### config.mk
export PLATFORM = sky130hd
export DESIGN_NAME = morse_decoder
export DESIGN_NICKNAME = d
export VERILOG_FILES = /design/src/rtl/morse_decoder.sv
export SDC_FILE = /design/constraint.sdc
export NUM_CORES = 1
export LEC_CHECK = 0
export BUFFER_PORTS_ARGS = -buffer_cell sky130_fd_sc_hd__buf_4
export CAP_MARGIN = 25
export CORE_UTILIZATION = 32
export DETAILED_ROUTE_END_ITERATION = 8
export GPL_TIMING_DRIVEN = 0
export PLACE_DENSITY = 0.45
export SYNTH_ARGS = -nofsm -noshare
export SYNTH_HDL_FRONTEND = slang
export SYNTH_SLANG_ARGS = --single-unit
### constraint.sdc
create_clock -name clk -period 3.05 [get_ports clk]
set_input_delay 0.305 -clock clk [delete_from_list [all_inputs] [get_ports clk]]
set_output_delay 0.305 -clock clk [all_outputs]
set_load 0.05 [all_outputs]
### src/rtl/morse_decoder.sv
// Morse symbol collector and decoder feeding a 4-entry first-word-fall-through FIFO.
// A word gap pushes any pending character, then a space one cycle later.
module morse_decoder #(
    parameter logic [7:0] UNKNOWN_CHAR = 8'h3F,
    parameter int         FIFO_DEPTH   = 4
) (
    input  logic       clk,
    input  logic       reset,
    input  logic       dot,
    input  logic       dash,
    input  logic       interchar,
    input  logic       interword,
    input  logic       rd_en,
    output logic [7:0] char_out,
    output logic       empty,
    output logic       full,
    output logic [2:0] count,
    output logic       overflow,
    output logic [2:0] sym_len
);
    localparam logic [2:0] DEPTH = 3'(FIFO_DEPTH);

    typedef enum logic [1:0] {S_IDLE, S_COLLECT, S_ERR} state_t;

    state_t     r_state;
    logic [4:0] r_pattern;
    logic [2:0] r_sym_len;
    logic       r_last_space;
    logic       r_pend_space;
    logic [7:0] r_mem [0:3];
    logic [1:0] r_wr_ptr;
    logic [1:0] r_rd_ptr;
    logic [2:0] r_count;
    logic       r_overflow;

    logic       w_iw, w_ic, w_sym, w_char_push, w_push, w_pop, w_wr;
    logic [7:0] w_decoded, w_push_data;

    // Gap pulses are blind during the pending-space cycle; symbols are not.
    assign w_iw        = interword & ~r_pend_space;
    assign w_ic        = interchar & ~interword & ~r_pend_space;
    assign w_sym       = (dot | dash) & ~w_iw & ~w_ic;
    assign w_char_push = (w_iw | w_ic) & (r_state != S_IDLE);
    assign w_push      = r_pend_space | w_char_push;
    assign w_push_data = r_pend_space ? 8'h20 :
                         (r_state == S_ERR) ? UNKNOWN_CHAR : w_decoded;
    assign w_pop       = rd_en & (r_count != 3'd0);
    assign w_wr        = w_push & ((r_count != DEPTH) | w_pop);

    always_comb begin
        w_decoded = UNKNOWN_CHAR;
        case ({r_sym_len, r_pattern})
            8'b001_00000: w_decoded = "E";
            8'b001_00001: w_decoded = "T";
            8'b010_00000: w_decoded = "I";
            8'b010_00001: w_decoded = "A";
            8'b010_00010: w_decoded = "N";
            8'b010_00011: w_decoded = "M";
            8'b011_00000: w_decoded = "S";
            8'b011_00001: w_decoded = "U";
            8'b011_00010: w_decoded = "R";
            8'b011_00011: w_decoded = "W";
            8'b011_00100: w_decoded = "D";
            8'b011_00101: w_decoded = "K";
            8'b011_00110: w_decoded = "G";
            8'b011_00111: w_decoded = "O";
            8'b100_00000: w_decoded = "H";
            8'b100_00001: w_decoded = "V";
            8'b100_00010: w_decoded = "F";
            8'b100_00100: w_decoded = "L";
            8'b100_00110: w_decoded = "P";
            8'b100_00111: w_decoded = "J";
            8'b100_01000: w_decoded = "B";
            8'b100_01001: w_decoded = "X";
            8'b100_01010: w_decoded = "C";
            8'b100_01011: w_decoded = "Y";
            8'b100_01100: w_decoded = "Z";
            8'b100_01101: w_decoded = "Q";
            8'b101_00000: w_decoded = "5";
            8'b101_00001: w_decoded = "4";
            8'b101_00011: w_decoded = "3";
            8'b101_00111: w_decoded = "2";
            8'b101_01111: w_decoded = "1";
            8'b101_10000: w_decoded = "6";
            8'b101_11000: w_decoded = "7";
            8'b101_11100: w_decoded = "8";
            8'b101_11110: w_decoded = "9";
            8'b101_11111: w_decoded = "0";
            default:      w_decoded = UNKNOWN_CHAR;
        endcase
    end

    always_ff @(posedge clk) begin
        if (reset) begin
            r_state      <= S_IDLE;
            r_pattern    <= 5'd0;
            r_sym_len    <= 3'd0;
            r_last_space <= 1'b1;
            r_pend_space <= 1'b0;
        end else begin
            if (r_pend_space) begin
                r_pend_space <= 1'b0;
                r_last_space <= 1'b1;
            end
            if (w_iw) begin
                r_pend_space <= w_char_push | ~r_last_space;
            end
            if (w_char_push) begin
                r_state      <= S_IDLE;
                r_pattern    <= 5'd0;
                r_sym_len    <= 3'd0;
                r_last_space <= 1'b0;
            end else if (w_sym && r_state != S_ERR) begin
                if (r_sym_len == 3'd5) begin
                    r_state <= S_ERR;
                end else begin
                    r_state   <= S_COLLECT;
                    r_pattern <= {r_pattern[3:0], dash};
                    r_sym_len <= r_sym_len + 3'd1;
                end
            end
        end
    end

    always_ff @(posedge clk) begin
        if (w_wr) r_mem[r_wr_ptr] <= w_push_data;
    end

    always_ff @(posedge clk) begin
        if (reset) begin
            r_wr_ptr   <= 2'd0;
            r_rd_ptr   <= 2'd0;
            r_count    <= 3'd0;
            r_overflow <= 1'b0;
        end else begin
            if (w_wr)  r_wr_ptr <= r_wr_ptr + 2'd1;
            if (w_pop) r_rd_ptr <= r_rd_ptr + 2'd1;
            case ({w_wr, w_pop})
                2'b10:   r_count <= r_count + 3'd1;
                2'b01:   r_count <= r_count - 3'd1;
                default: r_count <= r_count;
            endcase
            if (w_push && !w_wr) r_overflow <= 1'b1;
        end
    end

    assign empty    = (r_count == 3'd0);
    assign full     = (r_count == DEPTH);
    assign count    = r_count;
    assign overflow = r_overflow;
    assign sym_len  = r_sym_len;
    assign char_out = empty ? 8'h00 : r_mem[r_rd_ptr];

endmodule

Word-level counts from Yosys, hierarchy flattened
Memories as Yosys holds them, arrays and structs flattened. A register that Yosys moved wholly into a read port is not among the register bits.
Index checks and enable logic that the tools add are counted.
{ "op_classes": {"bitwise_logic": 19, "reduce_logical": 11, "addsub": 5, "eq_ne": 43, "n_mux": 12} }
{ "op_table": {"columns": ["cell", "n"], "rows": [
  ["7-bit one-hot mux with 36 select lines", 1],
  ["8-bit == test, second input constant", 22],
  ["8-bit by 7-bit == test with 1-bit output, second input constant", 12],
  ["8-bit 2-to-1 mux", 3],
  ["8-bit by 6-bit == test with 1-bit output, second input constant", 2],
  ["1-bit bitwise AND", 8],
  ["3-bit by 1-bit adder with 3-bit output, second input constant", 2],
  ["3-bit == test, second input constant", 2],
  ["2-bit 2-to-1 mux", 3],
  ["1-bit NOT", 6],
  ["3-bit one-hot mux with 2 select lines", 1],
  ["2-bit nonzero test", 3],
  ["1-bit bitwise OR", 5],
  ["2-bit by 1-bit adder with 2-bit output, second input constant", 2],
  ["2-bit == test, second input constant", 2],
  ["1-bit 2-to-1 mux", 4],
  ["2-bit OR reduction", 2],
  ["3-bit logical NOT", 1],
  ["3-bit != test, second input constant", 1],
  ["3-bit nonzero test", 1],
  ["3-bit by 1-bit subtractor with 3-bit output, second input constant", 1],
  ["2-bit by 1-bit == test with 1-bit output, second input constant", 1],
  ["1-bit logical AND", 2],
  ["2-bit != test, second input constant", 1],
  ["2 further kinds", 2]
]} }
{ "word_totals": {"register_bits": 20, "n_memories": 1, "word_cells": 100, "mem_bits_rw": 32, "output_inout_bits": 17, "in_bits": 7} }
{ "memory_table": {"columns": ["memory", "words", "width", "rd", "rd_ports_with_merged_regs", "write_ports", "line_no", "source"], "rows": [
  ["r_mem", 4, 8, 1, 1, 1, "30", "logic [7:0] r_mem [0:3];"]
]} }

Logic depth before layout (Yosys ltp)
Gate-level depths: netlist (run 1).
{ "depth": {"word_depth": 9, "depth_mapped": 9, "ltp_nobuf": 8} }

Worst setup path before layout (run 1)
Ideal clock, no wire load.
{ "synth_timing": {"kind": "register to register", "start": "register r_count[0], in the netlist count[0]", "end": "register r_count[2], in the netlist count[2]", "setup_slack_ns": 0.607, "stages_incl_launch_ff": 8, "t_arrival_ns": 2.315, "cell_sequence": "dfxtp_1 or3_1 clkbuf_1 nand3_1 fa_1 or3_1 a311oi_1 nor2_1"} }
{ "synth_via": {"elab_chain_cells": 6} }
{ "synth_rtl": {"columns": ["item", "line_no", "source"], "rows": [
  ["start, declared", "33", "logic [2:0] r_count;"],
  ["start signal, assigned", "139", "2'b10: r_count <= r_count + 3'd1;"],
  ["start signal, assigned", "140", "2'b01: r_count <= r_count - 3'd1;"],
  ["start signal, assigned", "141", "default: r_count <= r_count;"],
  ["3-bit nonzero test", "47", "assign w_pop = rd_en & (r_count != 3'd0);"],
  ["1-bit bitwise AND", "47", null],
  ["1-bit bitwise OR", "48", "assign w_wr = w_push & ((r_count != DEPTH) | w_pop);"],
  ["1-bit bitwise AND", "48", null],
  ["2-bit by 1-bit == test with 1-bit output or 2-bit == test (tied branches)", "138", "case ({w_wr, w_pop})"],
  ["3-bit one-hot mux with 2 select lines or 2-bit nonzero test (tied branches)", null, null]
]} }
Parallel ways exist; a longest one is shown, timed or not.
A chain may end at the register's enable or synchronous reset.

Worst setup path after layout (run 1)
{ "layout_timing": {"start": "register r_state[0]", "end": "register r_count[2], in the netlist count[2]"} }
{ "layout_via": {"elab_chain_cells": 6} }
{ "layout_rtl": {"columns": ["item", "line_no", "source"], "rows": [
  ["start, declared", "25", "state_t r_state;"],
  ["start signal, assigned", "95", "r_state <= S_IDLE;"],
  ["start signal, assigned", "109", "r_state <= S_IDLE;"],
  ["start signal, assigned", "115", "r_state <= S_ERR;"],
  ["2-bit nonzero test *", "43", "assign w_char_push = (w_iw | w_ic) & (r_state != S_IDLE);"],
  ["1-bit bitwise AND *", "43", null],
  ["1-bit bitwise OR *", "44", "assign w_push = r_pend_space | w_char_push;"],
  ["1-bit bitwise AND *", "48", null],
  ["2-bit by 1-bit == test with 1-bit output or 2-bit == test (tied branches)", "138", null],
  ["3-bit one-hot mux with 2 select lines or 2-bit nonzero test (tied branches)", null, null]
]} }
Every way passes the cells marked *; elsewhere a longest branch is shown, timed or not.

==> results of run 1 <==
-- per-stage QoR --
stage | utilization (%) | power (mW) | instances | worst slack [ns]
after global routing | 37.5 | 1.67 | 428 | 0.395
after CTS | 37.5 | 1.60 | 428 | 0.561
after global placement | 36.4 | 1.19 | 420 | 0.520
after floorplan | - | 1.09 | 291 | 0.607
final | 37.5 | 1.59 | 428 | 0.540
after detailed placement | 36.4 | 1.19 | 420 | 0.549
-- metal layers --
metal / up-vias / part of all wire (%)
met3: 19 / 4.1
li1: 1113 / -
met1: 1071 / 47
met4: 0 / 2.5
met5: - / 0
met2: 70 / 47
-- sequential cells by signal (all words and copies together) (netlist names), named ones only --
register	flops
sym_len	3
r_wr_ptr	2
overflow	1
r_pend_space	1
r_rd_ptr	2
count	3
r_mem	28
r_state	2
r_pattern	5
r_last_space	1
-- layout by cell type, fill, tap and decap left out, types with 2 or more instances in the layout --
cell	n
a2111oi_0	2
a211oi_1	3
a211oi_2	2
a21oi_1	18
a31oi_1	8
a32oi_1	2
and2_1	12
buf_1	3
buf_2	10
buf_4	23
clkbuf_1	6
clkbuf_8	5
clkinv_4	2
dfxtp_1	22
edfxtp_1	28
ha_1	6
inv_1	14
mux2i_1	2
mux4_2	7
nand2_1	26
nand2b_1	3
nand3_1	9
nand4_1	2
nor2_1	33
nor2b_1	3
nor3_1	5
o211ai_1	3
o21ai_0	8
o221a_1	2
o22ai_1	3
or3_1	3
xnor2_1	3
xor2_1	5
-- layout make-up --
type                       instances  area [um2]  share of cell area (%)
multi-input combinational        204        1430                    43.8
inverter                          15        56.3                    1.72
clock buffer                       5        68.8                    2.11
buffer                            22         110                    3.37
tap                              108         135                    4.13
clock inverter                     3        28.8                   0.881
timing repair buffer              21         158                    4.82
sequential                        50        1280                    39.2
-- critical path: cells and delay by family, from the launching register on --
kind | cells | cell delay, ns
flops | 1 | 0.37
fa+ha+maj | 1 | 0.44
buf+inv | 1 | 0.29
simple gates | 4 | 0.75
compound gates | 2 | 0.55
-- final timing paths --
| kind | from | endpoint | slack (ns) | depth (start not counted) |
|---|---|---|---|---|
| worst min-delay path | reset | r_last_space | 0.22 | 2 |
| worst max-delay path | r_state[0] | count[2] | 0.54 | 8 |
| worst max register to register | r_state[0] | count[2] | 0.54 | 8 |
| worst min register to register | r_last_space | r_last_space | 0.47 | 1 |
-- logic make-up (layout without fill, tap and decap cells) --
logic type	after synthesis	count (layout)	share of synthesized area (%)
xor gates and xnor gates	8	8	2.43
adders and majority gates	7	7	3.30
and+or+nand+nor	111	111	19.7
buffers and inverters	37	66	5.78
AOI/OAI and AO/OA	68	68	17.9
DFF	50	50	44.5
muxes	9	9	6.17
other	1	1	0.130
-- power groups by stage --
stage,Combinational (mW),Clock (mW),Sequential (mW)
CTS,0.387,0.427,0.790
global placement,0.389,0,0.804
finish,0.384,0.414,0.789
detailed placement,0.386,0,0.805
global route,0.423,0.456,0.795
floorplan,0.271,0,0.818
==> flow_summary_export.csv, run 1 <==
group,metric,value,unit
floorplan,core,8720,um2
synth,synth_nets,305,
worst_setup_path,worstPathRequired,3.24,ns
global_routing,grtUsageMet3,2.67,%
timing,max_slew.worst_pin.slew,0.622,ns
floorplan,dieWidth,96.8,um
global_routing,grt_max_degree,19,
timing,finalCritPeriodShare,82.3,%
flow_run,drv_cap,0,
placed_design,placed_area,3170,um2
clocking,clock_latency,0.31,ns
power_and_ir_drop,power_frac_comb,24.2,%
worst_setup_path,critPathMaxStageDelay,0.44,ns
floorplan,die_h,96.8,um
routing,ant_nets,0,
timing,slew_violations,0,
clocking,hold_buffers,0,
global_routing,grtUsageMet1,19.6,%
timing,rsz0062_at_grt,"no",
synth,synth_area_leaders,"edfxtp_1, dfxtp_1, mux4_2",
worst_setup_path,critPathKind,"register to register",
worst_setup_path,cp_max_fo,7,
clocking,cts_setup_buffers,0,
clocking,numCtsBuffers,5,
synth,async_flop_share,0,%
cells_and_area,final.fill_count,885,
min_path,hp-class,"input pin to register",
routing,totalWireLength,6.63,mm
timing,tns,0,ns
timing,finalSetupViolations,0,
global_routing,grt_use_met2,23.8,%
timing,layout_min_cycle_time,2.51,ns
floorplan,die_area,9380,um2
clocking,clockRootBuffer,"clkbuf_8",
routing,viasPerCell,5.31,
power_and_ir_drop,p_per_area,486,nW/um2
synth,synth_warnings,0,
worst_setup_path,end_kind,"register",
synth,synthCells,291,
routing,drc_errors,0,
worst_setup_path,crit_chain,"o22ai_1 -> nor2b_1 -> clkbuf_1 -> nand3_1 -> fa_1 -> or3_1 -> a311oi_1 -> nor2_1",
timing,skew,0.0114,ns
clocking,cts_resized,0,
global_routing,antenna_found_initial,0,
power_and_ir_drop,switching_power,0.516,mW
power_and_ir_drop,switching_share,32.5,%
synth,synth_edf_count,28,
routing,num_vias,2273,
cells_and_area,antenna_cells,0,
cells_and_area,drive_gt1_share,19.7,%
power_and_ir_drop,power_frac_seq,49.7,%
synth,yosysUniqueCellTypes,67,
global_routing,grt-ovfl-total,0,
placed_design,dp_hpwl,4.81,mm
placed_design,gp_congestion,0.859,
global_routing,track_usage,14.8,%
synth,synth_largest_area_cell,"edfxtp_1",
worst_setup_path,slowest_stage,"fa_1",
synth,synthDominantCellAreaShare,29.2,%
clocking,htreeDepth,2,
floorplan,rows,34,
routing,drt_iter0_markers,89,
synth,synth_area_per_cell,9.89,um2
synth,ys_ff_latch,50,
worst_setup_path,startpoint_type,"register",
synth,seq_area_frac_synth,44.5,%
routing,detailedRoute.firstPassIterationCount,7,
outcome,outcome,"complete, no violations",
cells_and_area,nNetsFinal,333,
power_and_ir_drop,p_clk_share,26.1,%
placed_design,port_buffers,21,
floorplan,start_util,33.0,%
power_and_ir_drop,p_int,1.07,mW
clocking,clk_path_buf_depth,2,
global_routing,grt_pass1_vias,2251,
global_routing,grt_pass1_wl,11.1,mm
floorplan,top_level_ports,24,
synth,synth.most_common_cell,"nor2_1",
timing,max_freq,0.398,GHz
clocking,cts.sinks,50,
synth,ys.flop_type,"edfxtp_1",
timing,hold_viol_final,0,
timing,relSlewSlack,58.5,%
clocking,cts_tree,"done",
worst_setup_path,critPathArrivalTime,2.70,ns
timing,hold_slack,0.215,ns
synth,syn_area,2880,um2
global_routing,grt.busiest_layer,"met2",
routing,wl_per_cell,15.5,um
cells_and_area,syn2layout_area_growth,13.6,%
cells_and_area,finalInstanceArea,3270,um2
power_and_ir_drop,ir_drop,191,uV
synth,netlist_top_cells_count,"nor2_1, edfxtp_1, nand2_1",
clocking,path_clk_slew,0.10,ns
power_and_ir_drop,p_leak,1.11,nW
No activity file was read; power rests on OpenSTA's default activity.
==> run 2, diff against run 1 <==
Clock period 3.05 ns to 2.5 ns, I/O delays scaled along.
==> flow_summary_export.csv, run 2 (synthesis gave the netlist of run 1 again) <==
group,metric,value,unit
timing,layout_min_cycle_time,2.31,ns
worst_setup_path,critPathMaxStageDelay,0.43,ns
global_routing,grt_pass1_wl,11.1,mm
clocking,clock_latency,0.31,ns
global_routing,grt-ovfl-total,0,
outcome,outcome,"complete, no violations",
worst_setup_path,cp_max_fo,7,
timing,finalSetupViolations,0,
floorplan,die_h,96.8,um
clocking,cts.sinks,50,
routing,drc_errors,0,
floorplan,die_area,9380,um2
worst_setup_path,startpoint_type,"register",
clocking,cts_tree,"done",
routing,detailedRoute.firstPassIterationCount,4,
clocking,hold_buffers,0,
power_and_ir_drop,ir_drop,234,uV
worst_setup_path,worstSetupEndpoint,"count[2]",
global_routing,grt_pass1_vias,2251,
cells_and_area,drive_gt1_share,21.0,%
worst_setup_path,r2r_end,"count[2]",
global_routing,grt_max_degree,19,
cells_and_area,largest_reg_flops,28,
global_routing,track_usage,14.8,%
cells_and_area,antenna_cells,0,
cells_and_area,reg_top3,"r_mem x28, r_pattern x5",
cells_and_area,top_register,"r_mem",
floorplan,core,8720,um2
global_routing,antenna_found_initial,0,
power_and_ir_drop,p_per_area,592,nW/um2
routing,viasPerCell,5.33,
routing,wl_per_cell,15.4,um
cells_and_area,final.fill_count,879,
worst_setup_path,reg2reg_from,"r_state[0]",
worst_setup_path,cp-startpoint,"r_state[0]",
placed_design,dp_hpwl,4.81,mm
timing,hold_viol_final,0,
timing,relSlewSlack,58.5,%
worst_setup_path,reg2reg_slack,0.19,ns
min_path,worstHoldStart,"reset",
clocking,clockRootBuffer,"clkbuf_8",
clocking,clk_path_buf_depth,2,
timing,rsz0062_at_grt,"no",
cells_and_area,nNetsFinal,332,
floorplan,start_util,33.0,%
routing,drt_iter0_markers,96,
placed_design,gp_congestion,0.859,
placed_design,dp.cells,420,
flow_run,drv_cap,0,
worst_setup_path,crit_chain,"o22ai_2 -> nor2b_1 -> clkbuf_2 -> nand3_1 -> fa_1 -> or3_1 -> a311oi_1 -> nor2_1",
routing,ant_nets,0,
floorplan,rows,34,
timing,tns,0,ns
power_and_ir_drop,p_leak,1.11,nW
clocking,cts_setup_buffers,0,
routing,num_vias,2275,
timing,finalCritPeriodShare,92.3,%
worst_setup_path,worst-r2r-cell-count,8,
clocking,htreeDepth,2,
clocking,path_clk_slew,0.10,ns
cells_and_area,final_cell_mix,"nor2_1, edfxtp_1, nand2_1, buf_4, dfxtp_1",
worst_setup_path,critPathKind,"register to register",
floorplan,dieWidth,96.8,um
routing,totalWireLength,6.58,mm
timing,slew_violations,0,
timing,skew,0.0110,ns
floorplan,top_level_ports,24,
cells_and_area,stdcell_count,427,
clocking,cts_resized,0,
cells_and_area,final_common_cell,"nor2_1",
clocking,numCtsBuffers,5,
worst_setup_path,worstPathRequired,2.69,ns
worst_setup_path,end_kind,"register",
min_path,hp-class,"input pin to register",
worst_setup_path,slowest_stage,"fa_1",
timing,max_freq,0.434,GHz
placed_design,port_buffers,21,
worst_setup_path,critPathArrivalTime,2.49,ns
timing,max_slew.worst_pin.slew,0.622,ns
cells_and_area,syn2layout_area_growth,14.1,%
[run 2: per-stage QoR]
step	hold WS [ns]	instance area (um2)	utilization, %	power (mW)	setup slack [ns]
after floorplan	0.362	2880	-	1.33	0.0572
after global placement	0.444	3170	36.4	1.45	0.0233
after detailed placement	0.448	3170	36.4	1.45	0.0494
after CTS	0.156	3270	37.5	1.96	0.0108
after global routing	0.167	3280	37.7	2.05	0.0182
final	0.161	3280	37.7	1.94	0.193
[run 2: layout make-up]
| type | count | area (um2) | area share [%] |
|---|---|---|---|
| multi-input combinational | 204 | 1450 | 44.1 |
| sequential | 50 | 1280 | 39.0 |
| timing repair buffer | 21 | 158 | 4.80 |
| tap | 108 | 135 | 4.11 |
| buffer | 21 | 108 | 3.28 |
| clock buffer | 5 | 68.8 | 2.10 |
| inverter | 15 | 56.3 | 1.71 |
| clock inverter | 3 | 28.8 | 0.876 |
[run 2: report_power, final]
group	internal, mW	leakage, nW	switching [mW]	total, mW
clock	0.208	0.0502	0.300	0.508
combinational	0.168	0.638	0.304	0.472
sequential	0.934	0.425	0.0287	0.963
total	1.31	1.11	0.633	1.94
[run 2: metal layers]
metal,wire length [um],GRT usage (%),vias up,share of wire (%)
met5,0,0,-,0
met4,152,5.86,0,2.3
met3,260,2.67,18,4.0
met2,3120,23.8,64,47
met1,3050,19.6,1082,46
li1,-,-,1111,-
[run 2: critical path, delay by kind of cell (launching register included)]
family,cells,cell delay [ns]
compound gates,2,0.48
fa+ha+maj,1,0.43
buf+inv,1,0.20
flops,1,0.37
simple gates,4,0.71
[run 2: worst min-delay path by stage]
stage	to	slack, ns	cells past startpoint
2_1_floorplan	r_pend_space	0.36	2
6_report	r_last_space	0.16	2
4_1_cts	r_last_space	0.16	2
3_3_place_gp	r_last_space	0.44	1
3_5_place_dp	r_last_space	0.45	1
5_1_grt	r_last_space	0.17	2
==> run 3, diff against run 2 <==
Settings changed: SETUP_SLACK_MARGIN set to 0.1.
Clock period 2.5 ns to 2.48 ns, I/O delays scaled along.
==> flow_summary_export.csv, run 3 (synthesis gave the netlist of run 1 again) <==
group,metric,value,unit
outcome,outcome,"complete, no violations",
cells_and_area,reg_top3,"r_mem x28, r_pattern x5",
floorplan,die_area,9380,um2
cells_and_area,final_cell_mix,"nor2_1, edfxtp_1, nand2_1, buf_4",
min_path,hp-class,"input pin to register",
cells_and_area,fin_util,38.0,%
clocking,clk_path_buf_depth,2,
min_path,hold_depth,2,
placed_design,gp_congestion,0.891,
clocking,htreeDepth,2,
routing,viasPerCell,5.27,
worst_setup_path,critPathTopFamily,"simple AND/OR/NAND/NOR gates",
floorplan,top_level_ports,24,
clocking,cts.sinks,50,
placed_design,port_buffers,21,
routing,drt_iter0_markers,147,
worst_setup_path,cp_max_fo,7,
global_routing,grt_pass1_vias,2158,
timing,finalSetupViolations,0,
cells_and_area,syn2layout_area_growth,15.3,%
cells_and_area,nNetsFinal,333,
routing,wl_per_cell,15.4,um
global_routing,grt_pass1_wl,11.0,mm
worst_setup_path,startpoint_type,"register",
routing,num_vias,2254,
worst_setup_path,critPathKind,"register to register",
routing,totalWireLength,6.58,mm
worst_setup_path,critical_path_depth,6,
timing,skew,0.0119,ns
floorplan,start_util,33.0,%
floorplan,rows,34,
routing,drc_errors,0,
timing,worst_slack,0.265,ns
global_routing,grt_max_degree,19,
clocking,hold_buffers,0,
timing,slew_violations,0,
placed_design,dp_hpwl,4.77,mm
worst_setup_path,critPathArrivalTime,2.27,ns
floorplan,core,8720,um2
worst_setup_path,crit_chain,"nor2b_2 -> nand2_2 -> o32ai_2 -> a211oi_2 -> nor3_4 -> inv_1",
timing,relSlewSlack,56.2,%
cells_and_area,top_register,"r_mem",
timing,hold_viol_final,0,
global_routing,antenna_found_initial,0,
placed_design,pre_cts_ws,-0.00228,ns
floorplan,dieWidth,96.8,um
cells_and_area,final_common_cell,"nor2_1",
clocking,numCtsBuffers,5,
power_and_ir_drop,p_leak,1.13,nW
cells_and_area,largest_reg_flops,28,
power_and_ir_drop,p_per_area,594,nW/um2
clocking,path_clk_slew,0.10,ns
worst_setup_path,critPathMaxStageDelay,0.43,ns
global_routing,track_usage,14.5,%
worst_setup_path,path_buf_inv,1,
worst_setup_path,slowest_stage,"dfxtp_1",
timing,max_freq,0.451,GHz
worst_setup_path,end_kind,"register",
routing,detailedRoute.firstPassIterationCount,4,
clocking,clockRootBuffer,"clkbuf_8",
timing,max_slew.worst_pin.slew,0.657,ns
floorplan,die_h,96.8,um
timing,layout_min_cycle_time,2.22,ns
global_routing,grt-ovfl-total,0,
routing,ant_nets,0,
worst_setup_path,worst-r2r-cell-count,6,
timing,rsz0062_at_grt,"no",
worst_setup_path,worstPathRequired,2.54,ns
clocking,cts_tree,"done",
timing,finalCritPeriodShare,89.3,%
cells_and_area,antenna_cells,0,
cells_and_area,drive_gt1_share,23.8,%
flow_run,drv_cap,0,
power_and_ir_drop,ir_drop,233,uV
clocking,clock_latency,0.31,ns
## run 3: cell type report
type                    count  area [um2]
repair buffers             21         158
multi-input cells         204        1470
clock buffers               5        68.8
plain buffers              22         116
well taps                 108         135
fillers                   876        5400
flip-flops and latches     50        1290
inverters                  15        56.3
clock inverters             3        28.8
## run 3: path summary, 6_finish.rpt
| kind | startpoint | endpoint | slack (ns) |
|---|---|---|---|
| setup / recovery | sym_len[2] | r_mem[0][5] | 0.26 |
| hold / removal | reset | r_last_space | 0.15 |
| setup reg to reg | sym_len[2] | r_mem[0][5] | 0.26 |
| hold reg to reg | r_last_space | r_last_space | 0.47 |
## run 3: stage by stage
step	power, mW	area (um2)	std cells	TNS [ns]	hold WS (ns)
final	1.97	3320	428	0	0.155
after CTS	1.99	3280	428	0	0.145
after global routing	2.08	3320	428	0	0.164
after detailed placement	1.47	3170	420	-0.00228	0.448
after global placement	1.47	3170	420	-0.00339	0.443
after floorplan	1.34	2880	291	0	0.360
## run 3: what timing repair did
action,4_1_cts,5_1_grt
pin swaps,0,1
setup buffers,0,0
setup endpoints to repair,1,24
gates resized for setup,3,11
## run 3: where the power goes
group          internal [mW]  switching (mW)
logic                  0.176           0.312
clock network          0.210           0.302
registers              0.943          0.0291
## run 3: per-layer routing
layer,GRT usage (%),up-vias,share of wire [%]
li1,-,1112,-
met1,19.0,1055,46
met2,22.9,69,47
met3,3.25,18,4.9
met4,6.43,0,2.3
met5,0,-,0
